[src/rtl/wb_arbiter_pkg.sv]
// Shared definitions for the writeback arbiter.
// - Load funct3 encodings (RISC-V I-type loads).
// - Load FIFO depth.
// - Packed writeback entry {rd, dat} used by the FIFO and the output mux.
package wb_arbiter_pkg;

  localparam logic [2:0] F3_LB  = 3'b000;
  localparam logic [2:0] F3_LH  = 3'b001;
  localparam logic [2:0] F3_LW  = 3'b010;
  localparam logic [2:0] F3_LBU = 3'b100;
  localparam logic [2:0] F3_LHU = 3'b101;

  localparam int unsigned FIFO_DEPTH = 2;

  typedef struct packed {
    logic [4:0]  rd;
    logic [31:0] dat;
  } wb_entry_t;

endpackage

[src/rtl/wb_arbiter_load_fmt.sv]
// load_fmt: pure combinational load alignment and extension.
// Ports:
//   raw    - 32-bit word returned by memory
//   funct3 - load type (LB/LH/LW/LBU/LHU)
//   off    - byte offset of the access within the word
//   dat    - aligned, sign/zero-extended result
//   err    - misaligned access or illegal funct3
module load_fmt
  import wb_arbiter_pkg::*;
(
  input  logic [31:0] raw,
  input  logic [2:0]  funct3,
  input  logic [1:0]  off,
  output logic [31:0] dat,
  output logic        err
);

  logic [7:0]  byte_sel;
  logic [15:0] half_sel;

  always_comb begin
    byte_sel = raw[7:0];
    case (off)
      2'd0:    byte_sel = raw[7:0];
      2'd1:    byte_sel = raw[15:8];
      2'd2:    byte_sel = raw[23:16];
      default: byte_sel = raw[31:24];
    endcase
    half_sel = off[1] ? raw[31:16] : raw[15:0];
  end

  always_comb begin
    dat = '0;
    err = 1'b0;
    case (funct3)
      F3_LB:  dat = {{24{byte_sel[7]}}, byte_sel};
      F3_LH: begin
        dat = {{16{half_sel[15]}}, half_sel};
        err = off[0];
      end
      F3_LW: begin
        dat = raw;
        err = (off != 2'd0);
      end
      F3_LBU: dat = {24'd0, byte_sel};
      F3_LHU: begin
        dat = {16'd0, half_sel};
        err = off[0];
      end
      default: err = 1'b1;
    endcase
  end

endmodule

[src/rtl/wb_arbiter.sv]
// wb_arbiter: merges ALU results and load responses onto one registered
// register-file write port. ALU always wins; loads queue in a 2-entry FIFO
// and bypass it only when it is empty.
// Ports:
//   clk, rst                    - clock, synchronous active-high reset
//   alu_val/alu_rd/alu_dat      - ALU result (never back-pressured)
//   lsu_val/lsu_rd/lsu_raw/
//   lsu_funct3/lsu_off          - load response (raw word, type, offset)
//   lsu_rdy                     - load accepted when lsu_val & lsu_rdy
//   rd_val/rd/rd_dat            - registered register-file write port
//   alu_rd_val                  - current write comes from the ALU
//   lsu_err                     - one-cycle pulse for a dropped bad load
module wb_arbiter
  import wb_arbiter_pkg::*;
(
  input  logic        clk,
  input  logic        rst,
  input  logic        alu_val,
  input  logic [4:0]  alu_rd,
  input  logic [31:0] alu_dat,
  input  logic        lsu_val,
  input  logic [4:0]  lsu_rd,
  input  logic [31:0] lsu_raw,
  input  logic [2:0]  lsu_funct3,
  input  logic [1:0]  lsu_off,
  output logic        lsu_rdy,
  output logic        rd_val,
  output logic [4:0]  rd,
  output logic [31:0] rd_dat,
  output logic        alu_rd_val,
  output logic        lsu_err
);

  wb_entry_t   fifo_mem [FIFO_DEPTH];
  logic        wr_ptr;
  logic        rd_ptr;
  logic [1:0]  count;

  logic [31:0] fmt_dat;
  logic        fmt_err;
  logic        accept;
  logic        good;
  wb_entry_t   lsu_entry;
  wb_entry_t   sel;
  logic        sel_valid;
  logic        sel_alu;
  logic        push;
  logic        pop;

  load_fmt u_load_fmt (
    .raw    (lsu_raw),
    .funct3 (lsu_funct3),
    .off    (lsu_off),
    .dat    (fmt_dat),
    .err    (fmt_err)
  );

  assign lsu_rdy   = (count < 2'(FIFO_DEPTH));
  assign accept    = lsu_val & lsu_rdy & ~rst;
  assign good      = accept & ~fmt_err;
  assign lsu_entry = '{rd: lsu_rd, dat: fmt_dat};

  // Priority: ALU > FIFO head > bypassed load. A good load that is not
  // itself selected is pushed, even when the head pops in the same cycle.
  always_comb begin
    sel       = '0;
    sel_valid = 1'b0;
    sel_alu   = 1'b0;
    push      = 1'b0;
    pop       = 1'b0;
    if (alu_val) begin
      sel       = '{rd: alu_rd, dat: alu_dat};
      sel_valid = 1'b1;
      sel_alu   = 1'b1;
      push      = good;
    end else if (count != 2'd0) begin
      sel       = fifo_mem[rd_ptr];
      sel_valid = 1'b1;
      pop       = 1'b1;
      push      = good;
    end else if (good) begin
      sel       = lsu_entry;
      sel_valid = 1'b1;
    end
  end

  always_ff @(posedge clk) begin
    if (push && !rst) fifo_mem[wr_ptr] <= lsu_entry;
  end

  always_ff @(posedge clk) begin
    if (rst) begin
      rd_val     <= 1'b0;
      alu_rd_val <= 1'b0;
      lsu_err    <= 1'b0;
      rd         <= '0;
      rd_dat     <= '0;
      wr_ptr     <= 1'b0;
      rd_ptr     <= 1'b0;
      count      <= '0;
    end else begin
      // Writes to x0 are consumed but suppressed; rd/rd_dat keep last values.
      rd_val     <= sel_valid && (sel.rd != 5'd0);
      alu_rd_val <= sel_alu && (sel.rd != 5'd0);
      lsu_err    <= accept & fmt_err;
      if (sel_valid && (sel.rd != 5'd0)) begin
        rd     <= sel.rd;
        rd_dat <= sel.dat;
      end
      if (push) wr_ptr <= ~wr_ptr;
      if (pop)  rd_ptr <= ~rd_ptr;
      case ({push, pop})
        2'b10:   count <= count + 2'd1;
        2'b01:   count <= count - 2'd1;
        default: count <= count;
      endcase
    end
  end

endmodule

[config.mk]
export PLATFORM = sky130hd
export DESIGN_NAME = wb_arbiter
export DESIGN_NICKNAME = d
export VERILOG_FILES = /design/src/rtl/wb_arbiter_pkg.sv /design/src/rtl/wb_arbiter_load_fmt.sv /design/src/rtl/wb_arbiter.sv
export SDC_FILE = /design/constraint.sdc
export NUM_CORES = 1
export LEC_CHECK = 0
export ABC_AREA = 1
export BUFFER_PORTS_ARGS = -buffer_cell sky130_fd_sc_hd__buf_2
export CORE_MARGIN = 2
export CORE_UTILIZATION = 40
export CTS_CLUSTER_SIZE = 14
export DETAILED_ROUTE_END_ITERATION = 10
export SYNTH_ARGS = -nofsm -noshare
export SYNTH_HDL_FRONTEND = slang
export SYNTH_SLANG_ARGS = --single-unit
[constraint.sdc]
create_clock -name clk -period 7.2 [get_ports clk]
set_input_delay 1.08 -clock clk [delete_from_list [all_inputs] [get_ports clk]]
set_output_delay 1.08 -clock clk [all_outputs]
set_load 0.01 [all_outputs]
Word-level counts from Yosys, hierarchy flattened
Memory sizes are Yosys's and may differ from the RTL's. A register that Yosys moved wholly into a read port is not among the register bits.
Cells that the tools add are included.

word-level totals
  flip-flop bits (word level) = 44
  bits in latches = 0
  RAM bits = 74
  bits in read-only memories = 0
  bits of input ports = 83
  logic and storage cells = 60
  memories kept = 1

operators by class
  $add $sub $neg = 2
  $mul = 0
  div/mod/pow operators = 0
  $lt $le $gt $ge = 1
  equality and inequality tests = 8
  shift operators = 0
  muxes and demuxes = 20
  bitwise operators = 8
  reductions and logical operators = 12

memories
  name      depth  width  read ports  clocked after memory_dff  write ports  RTL line          text
  fifo_mem  2      37     1           1                         1            wb_arbiter.sv:34  wb_entry_t fifo_mem [FIFO_DEPTH];

operator list
  cell                                                                 count
  32-bit one-hot mux with 5 select lines                               1
  37-bit 2-to-1 mux                                                    3
  8-bit one-hot mux with 3 select lines                                1
  16-bit 2-to-1 mux                                                    1
  1-bit 2-to-1 mux                                                     12
  3-bit == test (second input constant)                                2
  2-bit nonzero test                                                   3
  5-bit nonzero test                                                   1
  1-bit bitwise AND                                                    4
  2-bit by 1-bit == test with 1-bit output (second input constant)     2
  2-bit == test (second input constant)                                2
  1-bit inverter                                                       4
  2-bit one-hot mux with 2 select lines                                1
  2-bit OR reduction                                                   2
  3-bit by 1-bit == test with 1-bit output (second input constant)     1
  3-bit by 2-bit == test with 1-bit output (second input constant)     1
  1-bit logical AND                                                    3
  3-bit zero test                                                      1
  1-bit one-hot mux with 3 select lines                                1
  2-bit by 1-bit adder with 2-bit output (second input constant)       1
  2-bit zero test                                                      1
  2-bit < comparator (second input constant)                           1
  2-bit by 1-bit subtractor with 2-bit output (second input constant)  1
  1-bit zero test                                                      1

Longest topological paths before layout
Gate-level depths: netlist of run 1.

  word-level depth = 10
  gate-level depth with buffers = 14
  gate-level depth less buffers = 12

Hierarchy
From an unflattened synthesis of run 1, not the netlist that was laid out.

second synthesis, totals
  cell total of the unflattened synthesis = 809
  area, all modules = 6,323.6 sq um

by module, submodules not included
  module      times used  cells each  area an instance (sq um)  sequential area each (sq um)
  wb_arbiter  1           595         5,282.6                   3,123.0
  load_fmt    1           214         1,041.0                   0.0

Least setup slack after synthesis of run 1
No wires, ideal clock.

  path type = in2reg
  from = input port lsu_off[1]
  to = memory fifo_mem[0][0] in the netlist's numbering (enable)
  library setup time = 0.431 ns
  arrival = 3.391 ns
  slack = 3.377 ns
  stages = 8
  path buffers = 1
  path through = buf_2 -> inv_2 -> nand2_2 -> nand3_1 -> nand3_1 -> nor2_1 -> nand2_1 -> nor2_1

between the ends
  word-level cells in the longest chain between the ends = 9

RTL lines
  what                                      RTL line                   text
  start, declared                           wb_arbiter.sv:25           input logic [1:0] lsu_off,
  2-bit nonzero test *                      wb_arbiter_load_fmt.sv:43  err = (off != 2'd0);
  1-bit one-hot mux with 3 select lines *   wb_arbiter_load_fmt.sv:35  case (funct3)
  1-bit inverter *                          wb_arbiter.sv:60           assign good = accept & ~fmt_err;
  1-bit bitwise AND *                       wb_arbiter.sv:60
  1-bit 2-to-1 mux                          wb_arbiter.sv:76           end else if (count != 2'd0) begin
  1-bit 2-to-1 mux *                        wb_arbiter.sv:71           if (alu_val) begin
  1-bit logical AND *                       wb_arbiter.sv:88           if (push && !rst) fifo_mem[wr_ptr] <= lsu_entry;
  1-bit 2-to-1 mux *                        wb_arbiter.sv:88
  1-bit 2-to-1 mux (not written as such) *  wb_arbiter.sv:88
  end, declared                             wb_arbiter.sv:34

Mark *: on every way between the ends. The rest lies on a longest branch, timed or not.

Worst setup path in the final report of run 1
  from = input port alu_val
  to = register rd_dat[23]

between the ends
  word-level cells in the longest chain between the ends = 3
  elaborated cells between the ends (all ways) = 4

RTL lines
  what                  RTL line           text
  start, declared       wb_arbiter.sv:18   input logic alu_val,
  37-bit 2-to-1 mux     wb_arbiter.sv:71
  5-bit nonzero test    wb_arbiter.sv:106  if (sel_valid && (sel.rd != 5'd0)) begin
  1-bit logical AND     wb_arbiter.sv:106
  end signal, assigned  wb_arbiter.sv:108  rd_dat <= sel.dat;
  end, declared         wb_arbiter.sv:29   output logic [31:0] rd_dat,

Several ways; a longest one is shown, not always the timed one.
A chain may end at the register's enable or synchronous reset.

==> flow_metrics.env, run 1 <==
export IMPL_synth_common_cells="242 x nand2_1, 100 x nor2_1, 85 x a21oi_1, 74 x edfxtp_1, 72 x inv_1"
export IMPL_postCtsSetupRepairBufs=0
export IMPL_worst_slack_ns=3.323
export IMPL_relSlewSlack_pct=17.35
export IMPL_worstHoldStart="rd_ptr$_SDFFE_PP0P_"
export IMPL_fin_tns_setup_ns=0
export IMPL_dieArea_um2=16340
export IMPL_status="finished clean"
export IMPL_cp_arrival_ns=4.18
export IMPL_drive_above_1_share_pct=20.18
export IMPL_grt_usage_pct=21.81
export IMPL_synth_most_common_cell="nand2_1"
export IMPL_start_util_pct=40.65
export IMPL_grt_pass1_wl_mm=27.45
export IMPL_worstSkewPairLatency_ns=0.41
export IMPL_synth_edf_count=74
export IMPL_syn_avg_cell_area_um2=7.705
export IMPL_p_leak_nw=3.378
export IMPL_ys_warn_count=0
export IMPL_ys_types=35
export IMPL_power_per_cell_area_nw_per_um2=262.5
export IMPL_syn_nets=880
export IMPL_skew_ns=0.006735
export IMPL_fillers=1511
export IMPL_grt_max_degree=41
export IMPL_cts_buffers=17
export IMPL_fin_cells=1100
export IMPL_clockBufferDepth=2
export IMPL_synth_area_top_cells="edfxtp_1 36%, nand2_1 15%, dfxtp_1 15%"
export IMPL_yosys_area_share_xor_xnor_pct=0
export IMPL_wl_mm=17.35
export IMPL_synthSimpleGateAreaFrac_pct=28.42
export IMPL_cts_tree="built"
export IMPL_area_delta_synth_final_pct=20.62
export IMPL_synthAdderAreaFrac_pct=0.2040
export IMPL_die_h_um=127.8
export IMPL_synth_seq_cells=119
export IMPL_crit_start="alu_val"
export IMPL_period_minus_slack_ns=3.877
export IMPL_clk_pin_slew_ns=0.05
export IMPL_synth_top_area_share_pct=36.23
export IMPL_placed_cells=1068
export IMPL_clock_sinks=119
export IMPL_fmax_ghz=0.2580
export IMPL_r2r_slack_ns=3.96
export IMPL_maxCapViolCount=0
export IMPL_finalSetupViolations=0
export IMPL_hold_viol_final=0
export IMPL_hold_path_class="flip-flop to flip-flop"
export IMPL_cts_root_buf="clkbuf_16"
export IMPL_die_w_um=127.8
export IMPL_start_kind="primary input"
export IMPL_first_pass_iters=6
export IMPL_synth_top_family_by_area="simple AND/OR/NAND/NOR gates"
export IMPL_dp_hpwl_mm=11.57
export IMPL_coreArea_um2=15090
export IMPL_worstMarginPinSlew_ns=1.237
export IMPL_synth_compound_area_share_pct=12.08
export IMPL_vias_per_cell=5.075
export IMPL_path_class="primary input to flip-flop"
export IMPL_htreeDepth=4
export IMPL_synth_ff_type="edfxtp_1"
export IMPL_io_pins=124
export IMPL_cts_hold_buf=0
export IMPL_ir_drop_mv=0.1592
export IMPL_fin_nets=983
export IMPL_drt_iter0_markers=374
export IMPL_cp_max_fo=38
export IMPL_synthArstFlopShare_pct=0
export IMPL_first_global_vias=5121
export IMPL_syn_area_um2=6133
export IMPL_portBuffers=123
export IMPL_pre_cts_ws_ns=2.952
export IMPL_timing_final_crit_share_pct=53.84
export IMPL_yosysSeqAreaShare_pct=50.92
export IMPL_num_rows=45
export IMPL_fin_util_pct=49.03
export IMPL_report_final_slew_viol_count=0
export IMPL_required_ns=7.50
export IMPL_place_congestion=0.9411
export IMPL_yosys_area_top_type="edfxtp_1"
export IMPL_antenna_found_initial=0
export IMPL_via_count=5583
export IMPL_rsz0062_at_grt="false"
export IMPL_overflow=0
export IMPL_synthMuxAreaShare_pct=0
export IMPL_cts_resized=0
export IMPL_endpoint_kind="flip-flop"
export IMPL_wire_per_inst_um=15.77
export IMPL_antenna_cells=0
export IMPL_ant_nets=0
export IMPL_synth_cells=796
export IMPL_drc=0
-- registers in the layout, summed over array words and instances, names as in the netlist, 2 cells and up, named ones only --
name,flops
count,2
fifo_mem,74
rd,5
rd_dat,32
-- power by group --
group          internal (mW)  total, mW  leakage (nW)  switching, mW
Combinational         0.0983      0.297          2.03          0.199
Clock                  0.569      0.860         0.302          0.291
Sequential             0.764      0.785          1.05         0.0214
Total                   1.43       1.94          3.38          0.511
-- metal layers --
| layer | track usage, % | share of wire, % |
|---|---|---|
| met3 | 4.424 | 7.0 |
| met2 | 32.62 | 43 |
| met5 | 0 | 0 |
| met4 | 6.012 | 1.6 |
| met1 | 32.18 | 48 |
-- worst max-delay path, stage by stage --
cell,delay [ns]
buf_2,0.62
inv_1,0.19
nand2_2,0.59
inv_2,0.25
o211ai_1,0.14
nand2_1,0.10
inv_1,0.06
nand2_1,0.08
nor2_4,0.72
nand3_1,0.16
nand2_1,0.10
nor2_1,0.05
-- per-stage QoR --
stage	hold WS [ns]	total power, mW	instance area, um2
floorplan	0.4249	0.9922	6133
global placement	0.4287	1.093	6798
detailed placement	0.4347	1.093	6798
CTS	0.4479	1.953	7398
global route	0.4936	2.027	7398
finish	0.4517	1.942	7398
-- cells by family (layout without fill, tap and decap cells) --
logic type      Yosys count  in the layout
simple gates            420            420
compound gates          135            135
buf+inv                 121            237
flops                   119            119
fa+ha+maj                 1              1
-- final cells by class --
cell class	instances	area (um2)	area share [%]
timing repair buffer	124	623.1	8.422
tap	188	235.2	3.179
multi-input combinational	556	2511	33.94
clock inverter	10	125.1	1.691
inverter	81	304.0	4.110
clock buffer	22	475.5	6.427
sequential	119	3124	42.23
-- path summary, 6_finish.rpt --
kind                                   to  cells past startpoint
hold reg to reg                 flip-flop                      1
hold / removal                  flip-flop                      1
setup / recovery  rd_dat[23]$_SDFFE_PP0P_                     12
setup reg to reg  rd_dat[23]$_SDFFE_PP0P_                     10
-- cells in the final DEF, fill, tap and decap left out, types with 2 or more instances in the layout --
master | Yosys | final
a21oi_1 | 85 | 85
buf_2 | 12 | 123
bufinv_16 | 0 | 3
clkbuf_1 | 17 | 3
clkbuf_16 | 0 | 18
clkinv_2 | 0 | 7
dfxtp_1 | 45 | 44
edfxtp_1 | 74 | 74
inv_1 | 72 | 72
inv_2 | 8 | 8
nand2_1 | 242 | 242
nand2_2 | 4 | 4
nand3_1 | 54 | 54
nand3_2 | 2 | 2
nand4_1 | 3 | 3
nor2_1 | 100 | 98
nor2_4 | 3 | 5
o211ai_1 | 15 | 15
o21ai_0 | 26 | 26
o221ai_1 | 2 | 2
or2_2 | 7 | 7
Note: power is estimated with default switching activity, not from simulation.
==> run 2: changes to the inputs <==
clock period = 3.5 ns   (was 7.2 ns; I/O delays follow)
==> run 2 against run 1 <==
Sequential power increased by 100%. Sequential cell count is the same. Die area did not move. Critical path depth grew 1. Register-to-register slack got worse by 2.8 ns. Clock skew down 0.0020 ns. Largest cell class unchanged. Highest routed layer unchanged.
==> flow_metrics.env, run 2 (synthesis results as in run 1) <==
export IMPL_antenna_found_initial=0
export IMPL_r2r_slack_ns=1.21
export IMPL_ir_drop_mv=0.3455
export IMPL_dp_hpwl_mm=12.03
export IMPL_layout_commonest_cell="nand2_1"
export IMPL_multi_input_area_um2=2511
export IMPL_r2r_cells=10
export IMPL_overflow=0
export IMPL_cts_buffers=17
export IMPL_first_pass_iters=5
export IMPL_start_util_pct=40.65
export IMPL_skew_ns=0.004763
export IMPL_power_per_cell_area_nw_per_um2=563.6
export IMPL_first_global_vias=5244
export IMPL_crit_start="lsu_off[1]"
export IMPL_final_cell_mix="242 x nand2_1, 123 x buf_2, 98 x nor2_1"
export IMPL_design_area_um2=7610
export IMPL_hold_viol_final=0
export IMPL_antenna_cells=0
export IMPL_rsz0062_at_grt="false"
export IMPL_num_rows=45
export IMPL_hold_slack_ns=0.3375
export IMPL_rr_endpoint="rd_dat[11]$_SDFFE_PP0P_"
export IMPL_dieArea_um2=16340
export IMPL_portBuffers=123
export IMPL_ant_nets=0
export IMPL_reg_largest_list="fifo_mem (74), rd_dat (32), rd (5)"
export IMPL_report_final_slew_viol_count=0
export IMPL_fin_util_pct=50.43
export IMPL_place_congestion=0.9041
export IMPL_fin_nets=994
export IMPL_cts_hold_buf=0
export IMPL_hold_path_class="primary input to flip-flop"
export IMPL_regMostFlops="fifo_mem"
export IMPL_ff_latch_area_um2=3123
export IMPL_maxCapViolCount=0
export IMPL_fin_cells=1111
export IMPL_worstMarginPinSlew_ns=0.6933
export IMPL_required_ns=3.81
export IMPL_grt_pass1_wl_mm=27.43
export IMPL_drive_above_1_share_pct=21.24
export IMPL_cts_resized=0
export IMPL_wl_mm=17.25
export IMPL_placed_area_um2=6917
export IMPL_finalSetupViolations=0
export IMPL_postCtsSetupRepairBufs=0
export IMPL_htreeDepth=4
export IMPL_timing_final_crit_share_pct=65.54
export IMPL_die_w_um=127.8
export IMPL_fmax_ghz=0.4359
export IMPL_largest_reg_flops=74
export IMPL_clockBufferDepth=2
export IMPL_cp_max_fo=25
export IMPL_fin_tns_setup_ns=0
export IMPL_clk_pin_slew_ns=0.06
export IMPL_die_h_um=127.8
export IMPL_cts_root_buf="clkbuf_16"
export IMPL_area_delta_synth_final_pct=24.07
export IMPL_drt_iter0_markers=401
export IMPL_vias_per_cell=5.053
export IMPL_via_count=5614
export IMPL_relSlewSlack_pct=53.73
export IMPL_io_pins=124
export IMPL_grt_max_degree=40
export IMPL_wire_per_inst_um=15.53
export IMPL_start_kind="primary input"
export IMPL_status="finished clean"
export IMPL_grt_usage_pct=21.77
export IMPL_endpoint="rd_dat[12]$_SDFFE_PP0P_"
export IMPL_endpoint_kind="flip-flop"
export IMPL_cts_tree="built"
export IMPL_p_leak_nw=3.464
export IMPL_clock_sinks=119
export IMPL_worstSkewPairLatency_ns=0.41
export IMPL_coreArea_um2=15090
export IMPL_placed_cells=1079
export IMPL_cp_arrival_ns=2.61
export IMPL_fillers=1480
export IMPL_drc=0
export IMPL_path_class="primary input to flip-flop"
export IMPL_period_minus_slack_ns=2.294
## run 2: changes by cell type in the layout (fill, tap and decap cells not counted)
| cell | before | now |
|---|---|---|
| buf_12 | 0 | 3 |
| buf_4 | 1 | 9 |
| bufinv_16 | 3 | 7 |
| clkbuf_1 | 3 | 1 |
| clkbuf_16 | 18 | 17 |
| clkinv_2 | 7 | 2 |
| clkinvlp_4 | 0 | 4 |
| dfxtp_1 | 44 | 45 |
| dfxtp_2 | 1 | 0 |
## run 2: area by class of cell
type | instances | area share, %
repair buffers | 135 | 9.767
inverters | 81 | 3.995
clock inverters | 13 | 3.288
multi-input cells | 556 | 33.00
flip-flops and latches | 119 | 41.04
well taps | 188 | 3.091
clock buffers | 19 | 5.820
## run 2: worst max-delay path: stages
cell and delay, ns:
buf_2 0.26, inv_2 0.21, nand2_2 0.14, nand2_2 0.10
nand4_1 0.10, nand2_1 0.13, inv_1 0.08, nand2_1 0.08
nor2_4 0.29, buf_4 0.38, nand3_1 0.15, nand2_1 0.10
nor2_1 0.04
## run 2: worst min path at each step
stage                                      endpoint  depth (start not counted)                start
after floorplan                           flip-flop                          1  rd_ptr$_SDFFE_PP0P_
after global placement          rd_ptr$_SDFFE_PP0P_                          1  rd_ptr$_SDFFE_PP0P_
after detailed placement                  flip-flop                          1  rd_ptr$_SDFFE_PP0P_
after CTS                        rd[4]$_SDFFE_PP0P_                          2                  rst
after global routing      fifo_mem[0][34]$_DFFE_PP_                          1            lsu_rd[2]
final                            rd[4]$_SDFFE_PP0P_                          2                  rst
## run 2: report_power, final
group	internal [mW]	switching, mW
registers	1.57	0.0301
clock network	1.42	0.626
logic	0.217	0.425
total	3.21	1.08
## run 2: stage by stage
stage | power (mW) | worst slack, ns
3_5_place_dp | 2.264 | 0.8045
6_report | 4.289 | 1.206
3_3_place_gp | 2.264 | 0.8215
2_1_floorplan | 2.041 | 0.2325
4_1_cts | 4.319 | 1.163
5_1_grt | 4.453 | 1.023
## run 2: layer usage
metal  global-route usage, %  routed length (um)  part of all wire (%)
met4                   6.917                 225                   1.3
met3                   4.508                1059                   6.1
met1                   31.00                8281                    48
met5                       0                   0                     0
met2                   33.38                7684                    45
